[config.mk]
export PLATFORM = sky130hd
export DESIGN_NAME = mdu_sequencer
export DESIGN_NICKNAME = d
export VERILOG_FILES = /design/src/rtl/mdu_sequencer.sv
export SDC_FILE = /design/constraint.sdc
export NUM_CORES = 1
export LEC_CHECK = 0
export BUFFER_PORTS_ARGS = -buffer_cell sky130_fd_sc_hd__buf_4
export CAP_MARGIN = 15
export CORE_MARGIN = 5
export CORE_UTILIZATION = 42
export DETAILED_ROUTE_END_ITERATION = 12
export SLEW_MARGIN = 20
export SYNTH_ARGS = -nofsm -noshare
export SYNTH_HDL_FRONTEND = slang
export SYNTH_SLANG_ARGS = --single-unit
[constraint.sdc]
create_clock -name clk -period 9.8 [get_ports clk]
set_input_delay 0.49 -clock clk [delete_from_list [all_inputs] [get_ports clk]]
set_output_delay 0.49 -clock clk [all_outputs]
set_load 0.02 [all_outputs]
[src/rtl/mdu_sequencer.sv]
// Iterative MIPS HI/LO multiply/divide unit: 32 shift-add or restoring-divide
// steps on magnitudes, then a sign-fix cycle that writes Hi/Lo.
module mdu_sequencer (
  input  logic        clk,
  input  logic        rst,
  input  logic        Start_E,
  input  logic [1:0]  Op_E,
  input  logic [31:0] SrcA_E,
  input  logic [31:0] SrcB_E,
  input  logic        ReadHiLo_D,
  input  logic        MdInstr_D,
  output logic        StallMD,
  output logic        Busy,
  output logic [31:0] Hi,
  output logic [31:0] Lo,
  output logic        DivZero
);
  typedef enum logic [1:0] {IDLE, RUN, FIX} state_t;

  state_t      state;
  logic [4:0]  cnt;
  logic [1:0]  op;
  logic [31:0] b_mag, orig_a;
  logic        neg_q, neg_r;
  // rem is the running upper half (partial product or partial remainder),
  // lo_q the multiplier/dividend being shifted out and quotient shifted in.
  logic [32:0] rem;
  logic [31:0] lo_q;

  logic        sgn_op;
  logic [31:0] abs_a, abs_b;
  logic [32:0] mul_sum, shifted;
  logic [33:0] diff;
  logic [63:0] prod, prod_fix;
  logic [31:0] q_fix, r_fix;

  assign Busy    = (state != IDLE);
  assign StallMD = (ReadHiLo_D | MdInstr_D) & (Busy | Start_E);

  always_comb begin
    sgn_op   = ~Op_E[0];
    abs_a    = (sgn_op && SrcA_E[31]) ? -SrcA_E : SrcA_E;
    abs_b    = (sgn_op && SrcB_E[31]) ? -SrcB_E : SrcB_E;
    mul_sum  = {1'b0, rem[31:0]} + (lo_q[0] ? {1'b0, b_mag} : 33'd0);
    shifted  = {rem[31:0], lo_q[31]};
    diff     = {1'b0, shifted} - {2'b00, b_mag};
    prod     = {rem[31:0], lo_q};
    prod_fix = neg_q ? -prod : prod;
    q_fix    = neg_q ? -lo_q : lo_q;
    r_fix    = neg_r ? -rem[31:0] : rem[31:0];
  end

  always_ff @(posedge clk or posedge rst) begin
    if (rst) begin
      state   <= IDLE;
      cnt     <= 5'd0;
      op      <= 2'd0;
      b_mag   <= 32'd0;
      orig_a  <= 32'd0;
      neg_q   <= 1'b0;
      neg_r   <= 1'b0;
      rem     <= 33'd0;
      lo_q    <= 32'd0;
      Hi      <= 32'd0;
      Lo      <= 32'd0;
      DivZero <= 1'b0;
    end else begin
      DivZero <= 1'b0;
      case (state)
        IDLE: if (Start_E) begin
          op     <= Op_E;
          b_mag  <= abs_b;
          orig_a <= SrcA_E;
          lo_q   <= abs_a;
          rem    <= 33'd0;
          cnt    <= 5'd0;
          neg_q  <= sgn_op & (SrcA_E[31] ^ SrcB_E[31]);
          neg_r  <= sgn_op & Op_E[1] & SrcA_E[31];
          state  <= RUN;
        end
        RUN: begin
          cnt <= cnt + 5'd1;
          if (!op[1]) begin
            rem  <= {1'b0, mul_sum[32:1]};
            lo_q <= {mul_sum[0], lo_q[31:1]};
          end else if (!diff[33]) begin
            rem  <= diff[32:0];
            lo_q <= {lo_q[30:0], 1'b1};
          end else begin
            rem  <= shifted;
            lo_q <= {lo_q[30:0], 1'b0};
          end
          if (cnt == 5'd31) state <= FIX;
        end
        FIX: begin
          if (!op[1]) begin
            Hi <= prod_fix[63:32];
            Lo <= prod_fix[31:0];
          end else if (b_mag == 32'd0) begin
            Hi      <= orig_a;
            Lo      <= 32'hFFFF_FFFF;
            DivZero <= 1'b1;
          end else begin
            Hi <= r_fix;
            Lo <= q_fix;
          end
          state <= IDLE;
        end
        default: state <= IDLE;
      endcase
    end
  end
endmodule

* After elaboration in Yosys (flattened, before gate mapping)
Index checks and enable logic that the tools add are counted.
** Cells by class
- $add $sub $neg :: 8
- Equality and inequality tests :: 5
- Muxes and demuxes :: 26
- Bitwise gates (word level) :: 8
- Reductions and logical operators :: 9
** Operators by type and width (count)
- two-way mux 32 bit :: 14
- negation 32 bit :: 4
- case mux 32 bit (2 select lines) :: 2
- two-way mux 64 bit :: 1
- negation 64 bit :: 1
- subtractor 33 x 32 -> 34 bit :: 1
- adder 32 x 32 -> 33 bit :: 1
- zero test 32 bit :: 1
- case mux 5 bit (2 select lines) :: 1
- AND reduction 2 bit :: 3
- adder 5 x 1 -> 5 bit, second input constant :: 1
- equality test 5 bit, second input constant :: 1
- two-way mux 5 bit :: 1
- AND 1 bit :: 4
- two-way mux 1 bit :: 4
- two-way mux 2 bit :: 2
- != test 2 bit, second input constant :: 2
- case mux 2 bit (2 select lines) :: 1
- nonzero test 2 bit :: 2
- equality test 2 x 1 -> 1 bit, second input constant :: 1
- equality test 2 bit, second input constant :: 1
- logical AND 1 bit :: 2
- zero test 2 bit :: 1
- bitwise OR 1 bit :: 2
- other kinds (2) :: 2
** Word-level totals
- Bits in registers :: 204
- Input bits :: 71
- Logic and storage cells :: 68

* Depth between registers and ports, before layout
Gate-level depths: netlist of the first run.
- Depth in word-level cells :: 5
- Depth in mapped cells :: 15
- Depth with buffers taken out :: 14

* Least setup slack after synthesis of the first run
Ideal clock, no wire load.
- Path type :: reg-to-reg
- Start :: reg lo_q[14]
- End :: reg Hi[25]
- Setup time :: 131 ps
- Arrival time :: 3350 ps
- Data required time :: 9669 ps
- Setup slack :: 6319 ps
- Stages on the path, launching flop included :: 13
- Period minus slack after synthesis :: 3481 ps
- Path through :: dfrtp_1 -> buf_6 -> or4_4 -> or3_4 -> or4b_4 -> or4_4 -> or2_1 -> buf_6 -> o21ai_2 -> xor2_1 -> nor2_1 -> a221oi_1 -> o21ai_1
** Between the ends
- Word-level cells in the longest chain between the ends :: 3
** Ends and longest elaborated chain
- start, declared :: line 28 : logic [31:0] lo_q;
- start signal, assigned :: line 74 : lo_q <= abs_a;
- start signal, assigned :: line 85 : lo_q <= {mul_sum[0], lo_q[31:1]};
- start signal, assigned :: line 88 : lo_q <= {lo_q[30:0], 1'b1};
- negation 64 bit :: line 48 : prod_fix = neg_q ? -prod : prod;
- two-way mux 64 bit :: line 48
- two-way mux 32 bit :: line 96 : if (!op[1]) begin
- end signal, assigned :: line 97 : Hi <= prod_fix[63:32];
- end signal, assigned :: line 100 : Hi <= orig_a;
- end signal, assigned :: line 104 : Hi <= r_fix;
- end, declared :: line 14 : output logic [31:0] Hi,
No other way between the ends.
A chain may end at the register's enable or synchronous reset.

* Worst setup path in the final report of the first run
- Start :: reg rem[9]
- End :: reg rem[7]
** Between the ends
- Word-level cells in the longest chain between the ends :: 4
** Ends and longest elaborated chain
- start, declared :: line 27 : logic [32:0] rem;
- start signal, assigned :: line 84 : rem <= {1'b0, mul_sum[32:1]};
- start signal, assigned :: line 87 : rem <= diff[32:0];
- start signal, assigned :: line 90 : rem <= shifted;
- subtractor 33 x 32 -> 34 bit :: line 46 : diff = {1'b0, shifted} - {2'b00, b_mag};
- two-way mux 32 bit :: line 86 : end else if (!diff[33]) begin
- two-way mux 32 bit :: line 83 : if (!op[1]) begin
- case mux 32 bit (2 select lines) :: line 69 : case (state)
No other way between the ends.

==> results of run 1 <==
state kept, by name, indices dropped and copies added, names as in the netlist:
| register | flops |
|---|---|
| rem | 32 |
| op | 1 |
| neg_r | 1 |
| DivZero | 1 |
| lo_q | 32 |
| state | 2 |
| Hi | 32 |
| neg_q | 1 |
| orig_a | 32 |
| cnt | 5 |
| Lo | 32 |
| b_mag | 32 |
kinds of logic after synthesis:
family          after synthesis  synth area share (%)
compound gates              582                  22.9
xor+xnor                    187                  10.4
fa+ha+maj                    72                  5.84
buf+inv                     204                  5.00
flops                       203                  32.4
mux                          67                  4.35
simple gates                671                  19.1
routing by layer:
| layer | vias to the layer above | track usage [%] |
|---|---|---|
| li1 | 7076 | - |
| met1 | 7096 | 32.7 |
| met2 | 511 | 39.3 |
| met3 | 89 | 2.70 |
| met4 | 0 | 7.78 |
| met5 | - | 0 |
cell type report:
class                      instances  area [µm²]
timing repair buffer             152        1160
clock inverter                     8         131
fill                            3606       18800
tap                              468         586
multi-input combinational       1579        9870
inverter                          69         267
sequential                       203        5080
clock buffer                      38         796
final timing paths:
kind	start	to
setup / recovery	rem[9]	rem[7]
hold / removal	rst	orig_a[13]
setup reg to reg	rem[9]	rem[7]
hold reg to reg	Hi[17]	Hi[17]
max in group asynchronous	rst	Hi[19]
min in group clk	SrcA_E[20]	orig_a[20]
cell usage after synthesis (all sizes together) (4+ instances only):
cell / n / area, µm²
nand2: 295 / 1110
dfrtp: 203 / 5080
o21ai: 198 / 998
nor2: 174 / 653
a21oi: 150 / 751
clkbuf: 121 / 454
xnor2: 105 / 920
xor2: 82 / 718
ha: 70 / 876
inv: 69 / 259
mux2i: 58 / 581
nor3: 40 / 200
o211ai: 39 / 293
a21o: 32 / 240
nand3: 28 / 140
a31oi: 26 / 163
o31ai: 24 / 180
or3: 23 / 149
nand2b: 21 / 131
nor2b: 18 / 113
a211oi: 16 / 120
or4: 16 / 128
nor4: 15 / 93.8
buf: 14 / 70.1
o21a: 13 / 97.6
nand4: 11 / 68.8
o41ai: 10 / 106
or2: 10 / 62.6
mux2: 9 / 101
o21bai: 8 / 60.1
a221o: 7 / 70.1
a221oi: 7 / 61.3
and2: 7 / 43.8
o221ai: 7 / 61.3
and3: 6 / 37.5
o22ai: 5 / 31.3
a41oi: 4 / 35.0
o211a: 4 / 40.0
layout by cell type, fill, tap and decap left out, drive strengths merged, types with 11 or more instances in the layout:
cell,count
a211oi,16
a21o,32
a21oi,150
a31oi,26
buf,152
clkbuf,38
dfrtp,203
ha,70
inv,69
mux2i,58
nand2,295
nand2b,21
nand3,28
nand4,11
nor2,174
nor2b,18
nor3,40
nor4,15
o211ai,39
o21a,13
o21ai,198
o31ai,24
or3,23
or4,16
xnor2,105
xor2,82
worst max-delay path: stages, from the launching register on:
cell,delay (ps)
dfrtp_1,590
ha_1,370
a21o_1,220
a211oi_1,370
o211ai_1,200
a221o_1,360
o21ai_0,470
a211oi_1,210
o32ai_4,120
buf_4,540
mux2_2,400
mux2i_1,150
a21oi_1,90
power by group through the flow:
| stage | Combinational (mW) | Clock [mW] | Sequential (mW) |
|---|---|---|---|
| floorplan | 3.02 | 0 | 1.40 |
| global placement | 3.67 | 0 | 1.68 |
| detailed placement | 3.70 | 0 | 1.69 |
| CTS | 3.72 | 1.04 | 1.68 |
| global route | 4.18 | 1.08 | 1.74 |
| finish | 3.74 | 1.02 | 1.70 |
==> reports/qor.csv, run 1 <==
metric,value,unit
DR pass1 iterations,5,
Die Height,203,µm
Syn Area/Cell,7.90,µm²
# DRC,0,
LEAKAGE,7.63,nW
Reg2Reg Depth,12,
core area,36700,µm²
min Tclk post-route,4280,ps
final hold violation count,0,
Sw Pwr,3.06,mW
Worst EP required,10200,ps
clk_skew,17.4,ps
met2 WL post-DR,23.4,mm
Max Buffers Root-to-Sink,3,
width of the die,203,µm
Routed WL,50.1,mm
DR vias,14800,
CTS sink count,203,
worst-margin pin slew,1150,ps
clock root buffer,clkbuf_16,
metal3 WL,3.09,mm
"reg-to-reg slack, setup",5520,ps
Mapped Area,15700,µm²
worst skew pair latency,550,ps
largest vdd supply drop,183,µV
worst hold margin,158,ps
status,finished clean,
sequential share of the synthesized area,32.4,%
H-Tree Depth,1,
critical path launch point type,register,
Initial Utilization,42.7,%
Sw Share,47.5,%
top layer in use,met4,
crit-path max FO,50,
setup violators final,0,
share of post-route cells with drive strength above 1,11.7,%
cell area after layout,17900,µm²
Placer Congestion,0.953,
Worst-path clk slew,60,ps
Worst Setup Path Type,register to register,
clock buffer count from CTS,26,
Layout area overhead,14.2,%
antenna fix cells,0,
Max-slew headroom,23.4,%
initial drt markers,1015,
DRT antenna net count,0,
Routed wire per std cell,19.9,µm
Congestion Overflow GR,0,
Rows,70,
clock power share,15.8,%
largest net degree at the start of global routing,132,
Placed Area,16900,µm²
"flops & latches, synth",203,
min-delay worst type,input port to async pin,
number of port buffers,137,
Comb pwr share,57.9,%
number of synthesis warnings,0,
PwrDens,361,nW/µm²
initial antenna violation count,0,
cells after synthesis,1986,
detailed-routing wirelength on met1,21.9,mm
setup slack at placement,5640,ps
fmax,234,MHz
period utilization,43.7,%
top_reg_cell synth,dfrtp_1,
first-pass GRT wire length,80.4,mm
Syn Nets,2129,
RSZ-0062 raised after global routing,no,
async set-reset flop share out of synthesis,100,%
fin nets,2174,
sequential power share,26.3,%
Pwr Total,6.46,mW
CP arrival,4680,ps
TritonCTS clock tree,yes,
vias in the first global route,14400,
Final WS setup,5520,ps
hold_buf cts,0,
Final Core Density,48.8,%
number of different library cells in the post-synthesis netlist,71,
# Post-CTS Setup Buffers,0,
Detailed Place HPWL,36.9,mm
via/cell ratio,5.87,
I/O pin count,138,
"Slew Viols, Final",0,
CP Capture Type,register,
post-cts repair resize count,0,
gr usage total,23.8,%
Post-synth EDFFs,0,
Setup TNS,0,ps
placed cell count,2470,
"Cell Count, Final, Fillers Out",2517,
internal power,3.39,mW
Die Area,41300,µm²
max-cap viol count,0,
No activity file was read; power rests on OpenSTA's default activity.
==> run 2, diff against run 1 <==
==> constraint.sdc (replaced) <==
create_clock -name clk -period 3.5 [get_ports clk]
set_input_delay 0.175 -clock clk [delete_from_list [all_inputs] [get_ports clk]]
set_output_delay 0.175 -clock clk [all_outputs]
set_load 0.02 [all_outputs]
==> reports/qor.csv, run 2 (synthesis gave the netlist of run 1 again) <==
metric,value,unit,change
Die Area,41300,µm²,unchanged
fmax,292,MHz,+25%
RR Endpoint,Hi[11],,
number of fill cells,3444,,-4.5%
via/cell ratio,5.64,,-4.0%
first-pass GRT wire length,85.1,mm,+5.8%
"Slowest-stage cell, CP",or4_4,,
Crit path buffers/inverters,1,,unchanged
Die Height,203,µm,unchanged
fin nets,2412,,+11%
Worst-path clk slew,60,ps,about the same
worst skew pair latency,550,ps,about the same
setup violators final,0,,unchanged
Layout area overhead,28.0,%,
Max Buffers Root-to-Sink,3,,unchanged
Congestion Overflow GR,0,,unchanged
period utilization,97.9,%,+54 points
largest vdd supply drop,385,µV,+110%
critical path launch point type,register,,
Routed WL,53.9,mm,+7.7%
I/O pin count,138,,unchanged
crit-path max FO,5,,-90%
Initial Utilization,42.7,%,unchanged
TritonCTS clock tree,yes,,
clock root buffer,clkbuf_16,,
gr usage total,25.1,%,+1.3 points
min Tclk post-route,3430,ps,-851 ps
final hold violation count,0,,unchanged
Rows,70,,unchanged
Critical R2R Launch,lo_q[14],,
DRT antenna net count,0,,unchanged
HP Start,SrcB_E[1],,
Placer Congestion,0.971,,+1.9%
share of post-route cells with drive strength above 1,18.7,%,+7.1 points
register area,5080,µm²,unchanged
Worst setup startpoint,lo_q[14],,
width of the die,203,µm,unchanged
area of the multi-input gates,9980,µm²,+1.1%
largest net degree at the start of global routing,121,,-8.3%
Worst EP required,3900,ps,-6300 ps
core area,36700,µm²,unchanged
"commonest non-fill, non-tap cell in the layout",buf_4,,
Worst Setup Path Type,register to register,,
"Cell Count, Final, Fillers Out",2758,,+9.6%
CTS sink count,203,,unchanged
most frequent cells in the layout,"buf_4 (314), nand2_1 (294), dfrtp_1 (201), o21ai_0 (181), nor2_1 (171)",,
crit path to,Hi[11],,
number of port buffers,137,,unchanged
LEAKAGE,8.81,nW,+16%
DR vias,15500,,+5.2%
vias in the first global route,15500,,+7.8%
CP Capture Type,register,,
Reg2Reg Depth,9,,-3
Worst path depth,9,,-3
min-delay worst type,input port to register,,
Routed wire per std cell,19.6,µm,-1.8%
clk_skew,15.9,ps,-1.47 ps
status,finished clean,,
max-cap viol count,0,,unchanged
"reg-to-reg slack, setup",70,ps,-5450 ps
RSZ-0062 raised after global routing,yes,,
DR pass1 iterations,5,,unchanged
Max-slew headroom,24.4,%,+0.93 points
Final Core Density,54.7,%,+5.9 points
clock buffer count from CTS,26,,unchanged
Detailed Place HPWL,39.6,mm,+7.2%
# DRC,0,,unchanged
initial drt markers,1005,,-0.99%
Critical Path Max Stage Delay,580,ps,about the same
crit-path leading delay family,simple AND/OR/NAND/NOR gates,,
"most used cell, CP",or4_4,,
H-Tree Depth,1,,unchanged
CP cell instances,or4_4 > or3_4 > or4b_4 > or4_4 > or2_4 > buf_4 > o31ai_2 > xor2_1 > o221ai_1,,
initial antenna violation count,0,,unchanged
PwrDens,1020,nW/µm²,+180%
"Slew Viols, Final",0,,unchanged
worst-margin pin slew,1130,ps,-14.0 ps
CP arrival,3830,ps,-850 ps
placed cell count,2632,,+6.6%
[run 2: cell count changes in the layout (fill, tap and decap cells not counted), sizes merged]
cell | previous run | this run
dlygate4sd3 | 0 | 66
diode | 0 | 1
clkinvlp | 2 | 1
bufinv | 3 | 4
clkbuf | 38 | 43
buf | 152 | 321
[run 2: final cells by class]
cell class	instances	share of cell area, %
clock inverter	8	0.773
sequential	203	25.3
timing repair buffer	390	16.1
inverter	69	1.31
clock buffer	40	3.85
multi-input combinational	1579	49.7
antenna	1	0.0125
tap	468	2.92
[run 2: worst min-delay path by stage]
stage	end	depth (start not counted)
finish	b_mag[1]	3
global route	b_mag[1]	3
CTS	b_mag[1]	3
detailed placement	orig_a[7]	2
global placement	orig_a[7]	2
floorplan	neg_q	1
[run 2: power by group]
| part | total, mW | leakage [nW] | switching (mW) | internal [mW] |
|---|---|---|---|---|
| clock | 2.91 | 0.455 | 1.10 | 1.81 |
| combinational | 13.3 | 5.96 | 7.12 | 6.17 |
| sequential | 4.26 | 2.39 | 1.03 | 3.23 |
[run 2: tightest hold or removal path, stage by stage]
cell and delay [ps]:
buf_4 120, nand2_1 50, a31oi_1 170
[run 2: what timing repair did]
item | in CTS | in global routing
buffers inserted | 0 | 8
hold endpoints to repair | 271 | 0
endpoints found under the setup margin | 18 | 31
cloned | 0 | 3
gates resized for setup | 7 | 24
hold buffers | 66 | 0
pin swaps | 0 | 8
[run 2: stage by stage]
step	hold slack, ps	setup WS (ps)	instance area, µm²	TNS (ps)	power, mW
after global routing	13.3	-44.9	20100	-208	22.0
after detailed placement	85.8	-86.1	18200	-588	16.7
after global placement	88.1	-28.7	18200	-51.2	16.5
after floorplan	271	18.8	15700	0	12.4
after CTS	2.79	10.3	19800	0	19.8
final	32.2	72.4	20100	0	20.5
[run 2: metal layers]
metal  global-route usage (%)  routed length, µm  up-vias  share of wire, %
met4                     6.91               1860        0               3.4
met1                     34.4              24100     7394                45
met3                     3.05               3030      105               5.6
met5                        0                  0        -                 0
met2                     42.1              24900      477                46
li1                         -                  -     7568                 -
